[src/rtl/wb_stage.sv]
// Write-back stage: MEM/WB pipeline register, final result select, register-file
// write port, forwarding qualifier and retired-instruction counter.
module wb_stage #(
  parameter int XLEN  = 32,
  parameter int CNT_W = 64
) (
  input  logic             clk,
  input  logic             rst_n,
  input  logic             stall,
  input  logic             flush,
  input  logic             valid_m,
  input  logic             reg_write_m,
  input  logic [1:0]       result_src_m,
  input  logic [4:0]       rd_m,
  input  logic [XLEN-1:0]  alu_result_m,
  input  logic [XLEN-1:0]  read_data_m,
  input  logic [XLEN-1:0]  pc_plus4_m,
  input  logic             instret_clr,
  output logic             write_en_w,
  output logic [4:0]       rd_w,
  output logic [XLEN-1:0]  result_w,
  output logic             fwd_valid_w,
  output logic             retire_w,
  output logic [CNT_W-1:0] instret
);

  logic             valid_q,      valid_d;
  logic             reg_write_q,  reg_write_d;
  logic [1:0]       result_src_q, result_src_d;
  logic [4:0]       rd_q,         rd_d;
  logic [XLEN-1:0]  alu_result_q, alu_result_d;
  logic [XLEN-1:0]  read_data_q,  read_data_d;
  logic [XLEN-1:0]  pc_plus4_q,   pc_plus4_d;
  logic             fresh_q,      fresh_d;
  logic [CNT_W-1:0] instret_q,    instret_d;

  logic             retire_s;
  logic             fwd_valid_s;

  // W register next state: flush beats stall beats normal capture
  always_comb begin
    valid_d      = valid_q;
    reg_write_d  = reg_write_q;
    result_src_d = result_src_q;
    rd_d         = rd_q;
    alu_result_d = alu_result_q;
    read_data_d  = read_data_q;
    pc_plus4_d   = pc_plus4_q;
    fresh_d      = 1'b0;
    if (flush) begin
      valid_d      = 1'b0;
      reg_write_d  = 1'b0;
      result_src_d = 2'b00;
      rd_d         = 5'd0;
      alu_result_d = '0;
      read_data_d  = '0;
      pc_plus4_d   = '0;
      fresh_d      = 1'b0;
    end else if (stall) begin
      fresh_d      = 1'b0;
    end else begin
      valid_d      = valid_m;
      reg_write_d  = reg_write_m;
      result_src_d = result_src_m;
      rd_d         = rd_m;
      alu_result_d = alu_result_m;
      read_data_d  = read_data_m;
      pc_plus4_d   = pc_plus4_m;
      fresh_d      = 1'b1;
    end
  end

  // A W entry retires only in the first cycle after it was captured
  always_comb begin
    retire_s    = valid_q & fresh_q;
    fwd_valid_s = valid_q & reg_write_q & (rd_q != 5'd0);
  end

  // Counter clear wins over the increment of a coinciding retirement
  always_comb begin
    instret_d = instret_q;
    if (instret_clr) begin
      instret_d = '0;
    end else if (retire_s) begin
      instret_d = instret_q + {{(CNT_W-1){1'b0}}, 1'b1};
    end else begin
      instret_d = instret_q;
    end
  end

  // Pipeline register and counter state
  always_ff @(posedge clk or negedge rst_n) begin
    if (!rst_n) begin
      valid_q      <= 1'b0;
      reg_write_q  <= 1'b0;
      result_src_q <= 2'b00;
      rd_q         <= 5'd0;
      alu_result_q <= '0;
      read_data_q  <= '0;
      pc_plus4_q   <= '0;
      fresh_q      <= 1'b0;
      instret_q    <= '0;
    end else begin
      valid_q      <= valid_d;
      reg_write_q  <= reg_write_d;
      result_src_q <= result_src_d;
      rd_q         <= rd_d;
      alu_result_q <= alu_result_d;
      read_data_q  <= read_data_d;
      pc_plus4_q   <= pc_plus4_d;
      fresh_q      <= fresh_d;
      instret_q    <= instret_d;
    end
  end

  // Outputs depend only on W flops, never on the _m inputs
  always_comb begin
    case (result_src_q)
      2'b00:   result_w = alu_result_q;
      2'b01:   result_w = read_data_q;
      2'b10:   result_w = pc_plus4_q;
      default: result_w = '0;
    endcase
    rd_w        = rd_q;
    fwd_valid_w = fwd_valid_s;
    write_en_w  = fwd_valid_s & fresh_q;
    retire_w    = retire_s;
    instret     = instret_q;
  end

endmodule

[config.mk]
export PLATFORM = sky130hd
export DESIGN_NAME = wb_stage
export DESIGN_NICKNAME = d
export VERILOG_FILES = /design/src/rtl/wb_stage.sv
export SDC_FILE = /design/constraint.sdc
export NUM_CORES = 1
export LEC_CHECK = 0
export BUFFER_PORTS_ARGS = -buffer_cell sky130_fd_sc_hd__buf_2
export CORE_MARGIN = 5
export CORE_UTILIZATION = 40
export CTS_CLUSTER_DIAMETER = 30
export DETAILED_ROUTE_END_ITERATION = 8
export PLACE_DENSITY = 0.68
export SLEW_MARGIN = 40
export SYNTH_ARGS = -nofsm -noshare
export SYNTH_HDL_FRONTEND = slang
export SYNTH_SLANG_ARGS = --single-unit
[constraint.sdc]
create_clock -name clk -period 2.6 [get_ports clk]
set_input_delay 0.13 -clock clk [delete_from_list [all_inputs] [get_ports clk]]
set_output_delay 0.13 -clock clk [all_outputs]
set_load 0.05 [all_outputs]
[Word level (Yosys, flattened, before mapping)]
Cells that the tools add are included.
Cells by class
  $add $sub $neg: 1
  equality and inequality tests: 3
  mux-type cells: 19
  bitwise logic cells: 4
  reduce and logical (&&, ||, !) cells: 3
Operators with widths (count)
  2-to-1 mux 32 bit: 6
  2-to-1 mux 64 bit: 2
  one-hot mux 32 bit (3 select lines): 1
  adder 64 x 1 -> 64 bit (second input constant): 1
  2-to-1 mux 5 bit: 2
  2-to-1 mux 1 bit: 6
  nonzero test 5 bit: 1
  bitwise AND 1 bit: 4
  2-to-1 mux 2 bit: 2
  equality test 2 x 1 -> 1 bit (second input constant): 1
  equality test 2 bit (second input constant): 1
  logical NOT 2 bit: 1
  inequality test 2 x 1 -> 1 bit (second input constant): 1
  nonzero test 2 bit: 1
Storage, ports and cells
  bits in registers: 170
  input bits: 110
  output and inout port bits: 104
  logic and storage cells: 39

[Longest topological paths before layout]
  word-level depth: 3
  depth in mapped cells: 7

[Worst setup path after synthesis]
No wires, ideal clock.
  kind: register -> register
  start: register instret_q[31] (netlist: instret[31])
  end: register instret_q[55] (netlist: instret[55])
  setup time: 0.077 ns
  arrival: 2.640 ns
  data required time: 2.523 ns
  setup slack: -0.118 ns
  cell stages (with the launch flop): 6
  buffers on the path: 0
  clock period less this slack: 2.718 ns
  cell sequence: dfrtp_1 nand3_1 or4_4 or4_4 or4_1 a21oi_1
On the way
  longest elaborated chain between the ends: 3
RTL lines
  from (decl): line 35  | logic [CNT_W-1:0] instret_q, instret_d;
  from (signal assigned): line 112  | instret_q <= instret_d;
  adder 64 x 1 -> 64 bit: line 85  | instret_d = instret_q + {{(CNT_W-1){1'b0}}, 1'b1};
  2-to-1 mux 64 bit: line 84  | end else if (retire_s) begin
  2-to-1 mux 64 bit: line 82  | if (instret_clr) begin
Every way passes these cells. The select of a mux whose other input is x is not followed.
A chain may end at the register's enable or synchronous reset.

[Final worst setup path]
Same ends and word-level chain as after synthesis.

==> flow_metrics.env <==
export IMPL_ys_top_cells_by_count="170 x dfrtp_1, 160 x nor2_1, 137 x mux2i_1"
export IMPL_die_y_um=155
export IMPL_start_util_pct=40.2
export IMPL_clk_pin_slew_ns=0.08
export IMPL_min_path_type="in -> async"
export IMPL_grt_start_max_net_pins=97
export IMPL_rows=53
export IMPL_post_route_drc_count=0
export IMPL_vias_per_cell=5.32
export IMPL_tightest_slew_ns=0.760
export IMPL_dpl_instance_area_um2=9960
export IMPL_drive_gt1_share_pct=26.4
export IMPL_drt_pass1_iter_count=5
export IMPL_crit_start="instret[31]"
export IMPL_die_area_um2=24000
export IMPL_cp_end_kind="flop"
export IMPL_run_status="completed"
export IMPL_syn_to_final_growth_pct=38.1
export IMPL_synth_distinct_cells=37
export IMPL_wirelength_mm=25.6
export IMPL_post_cts_resized=0
export IMPL_clk_path_buf_depth=2
export IMPL_synth_edff_count=0
export IMPL_critical_path_class="reg -> reg"
export IMPL_dr_total_vias=7768
export IMPL_synthArstFlopShare_pct=100
export IMPL_leakage_nw=5.54
export IMPL_gp_congestion=0.905
export IMPL_cts_max_level=4
export IMPL_start_kind="flop"
export IMPL_synth_seq_cells=170
export IMPL_critPathRequiredTime_ns=2.94
export IMPL_grt_antenna_before_repair=0
export IMPL_dp_hpwl_mm=16.6
export IMPL_fin_crit_ns=2.47
export IMPL_io_buffers=213
export IMPL_grt_pass1_vias=7949
export IMPL_ys_top_cells_by_area="dfrtp_1 51%, mux2i_1 16%, nor2_1 7.1%"
export IMPL_fp_dieW_um=155
export IMPL_drv_slew=0
export IMPL_slew_headroom_pct=49.3
export IMPL_arrival_ns=2.81
export IMPL_cts_root_buf="clkbuf_16"
export IMPL_clock_skew_final_ns=0.00681
export IMPL_syn_area_per_cell_um2=9.95
export IMPL_nFillCells=1803
export IMPL_ant_nets=0
export IMPL_cts_made_buffers=17
export IMPL_synth_top_area_share_pct=50.6
export IMPL_coreArea_um2=20900
export IMPL_maxCapViolations=0
export IMPL_synth_main_ff_cell="dfrtp_1"
export IMPL_yosysWarnings=0
export IMPL_rsz0062_at_grt="no"
export IMPL_fin_area_um2=11600
export IMPL_cts_sinks=170
export IMPL_fin_nets=1282
export IMPL_stdcell_count=1461
export IMPL_drt_first_iter_violations=538
export IMPL_finalHoldViolCount=0
export IMPL_grt_pass1_wl_mm=41.8
export IMPL_synthCells=845
export IMPL_fin_crit_sh_pct=95.0
export IMPL_clock_fmax_mhz=405
export IMPL_wl_per_cell_um=17.5
export IMPL_setup_tns_final_ns=0
export IMPL_synthesis_area_um2=8410
export IMPL_clk_latency_ns=0.42
export IMPL_setup_viol=0
export IMPL_overflow=0
export IMPL_track_usage_pct=21.3
export IMPL_ios=214
export IMPL_yosysSeqAreaShare_pct=50.6
export IMPL_critPathMaxFanout=6
export IMPL_synth_most_common_cell="dfrtp_1"
export IMPL_yosysTopAreaCell="dfrtp_1"
export IMPL_vdd_drop_max_mv=0.385
export IMPL_r2r_start="instret[31]"
export IMPL_dp_cells=1321
export IMPL_power_per_cell_area_nw_per_um2=532
export IMPL_cts_tree="done"
export IMPL_syn_num_nets=956
per-stage QoR:
stage	hold slack, ns	power [mW]	worst slack (ns)	util [%]
after floorplan	-0.166	3.29	0.00716	-
after global placement	0.0157	3.55	0.184	47.7
after detailed placement	0.0159	3.56	0.145	47.7
after CTS	0.124	6.24	0.132	55.6
after global routing	0.183	6.41	0.0396	55.6
final	0.160	6.17	0.129	55.6
flip-flops by register name, summed over array words and instances (netlist names):
signal        flops
alu_result_q     32
fresh_q           1
instret          64
pc_plus4_q       32
rd_w              5
read_data_q      32
reg_write_q       1
result_src_q      2
valid_q           1
kinds of logic (layout without fill, tap and decap cells):
kind of cell	count (synthesis)	count (layout)	share of synthesized area (%)
and+or+nand+nor	366	366	20.9
DFF	170	170	50.6
muxes	142	142	17.0
AOI/OAI and AO/OA	79	79	5.06
buffers and inverters	51	390	2.55
xor gates and xnor gates	36	36	3.75
adders and majority gates	1	1	0.149
other	0	2	0
timing repair:
action,in CTS,in global routing
buffers inserted,0,0
hold buffers,106,0
endpoints found under the hold margin,186,0
layout make-up:
type | instances | area [um2] | area share, %
diodes | 2 | 5.00 | 0.0431
clock buffers | 18 | 439 | 3.78
multi-input cells | 624 | 3940 | 33.9
flip-flops and latches | 170 | 4270 | 36.8
inverters | 7 | 26.3 | 0.226
repair buffers | 351 | 2430 | 20.9
well taps | 275 | 344 | 2.96
clock inverters | 14 | 150 | 1.29
layer usage:
| metal | global-route usage [%] | wire length [um] | vias up |
|---|---|---|---|
| li1 | - | - | 3641 |
| met4 | 9.63 | 1020 | 0 |
| met2 | 34.3 | 12300 | 303 |
| met1 | 28.2 | 10600 | 3753 |
| met5 | 0 | 0 | - |
| met3 | 3.81 | 1660 | 71 |
placed cells by master, fill, tap and decap left out, types with 14 or more instances in the layout:
| master | n |
|---|---|
| buf_2 | 210 |
| nor2_1 | 160 |
| dfrtp_1 | 154 |
| mux2i_1 | 137 |
| dlygate4sd3_1 | 106 |
| nand2_1 | 55 |
| o21ai_0 | 45 |
| nand4_1 | 32 |
| nand3_1 | 31 |
| buf_4 | 29 |
| a21oi_1 | 24 |
| xnor2_1 | 18 |
| xor2_1 | 18 |
| nor4_1 | 17 |
| clkbuf_16 | 17 |
| dfrtp_2 | 16 |
| nor3_1 | 14 |
report_power, final:
group	total [mW]	switching [mW]	internal (mW)
Clock	2.53	1.21	1.31
Sequential	2.80	0.0601	2.74
Combinational	0.850	0.504	0.346
Total	6.17	1.78	4.40
critical path, stage by stage (launching register included):
cell,delay (ns)
dfrtp_2,0.41
nand3_1,0.18
or4_4,0.57
or4_4,0.59
or4_1,0.49
a21oi_1,0.15
final timing paths:
path | endpoint | slack [ns] | depth (start not counted)
worst max-delay path | instret[55] | 0.13 | 5
worst min-delay path | read_data_q[4] | 0.16 | 2
worst max register to register | instret[55] | 0.13 | 5
worst min register to register | alu_result_q[2] | 0.53 | 2
max in group asynchronous | instret[36] | 1.57 | 3
min in group clk | alu_result_q[2] | 0.18 | 2
(Power assumes the default switching activity.)
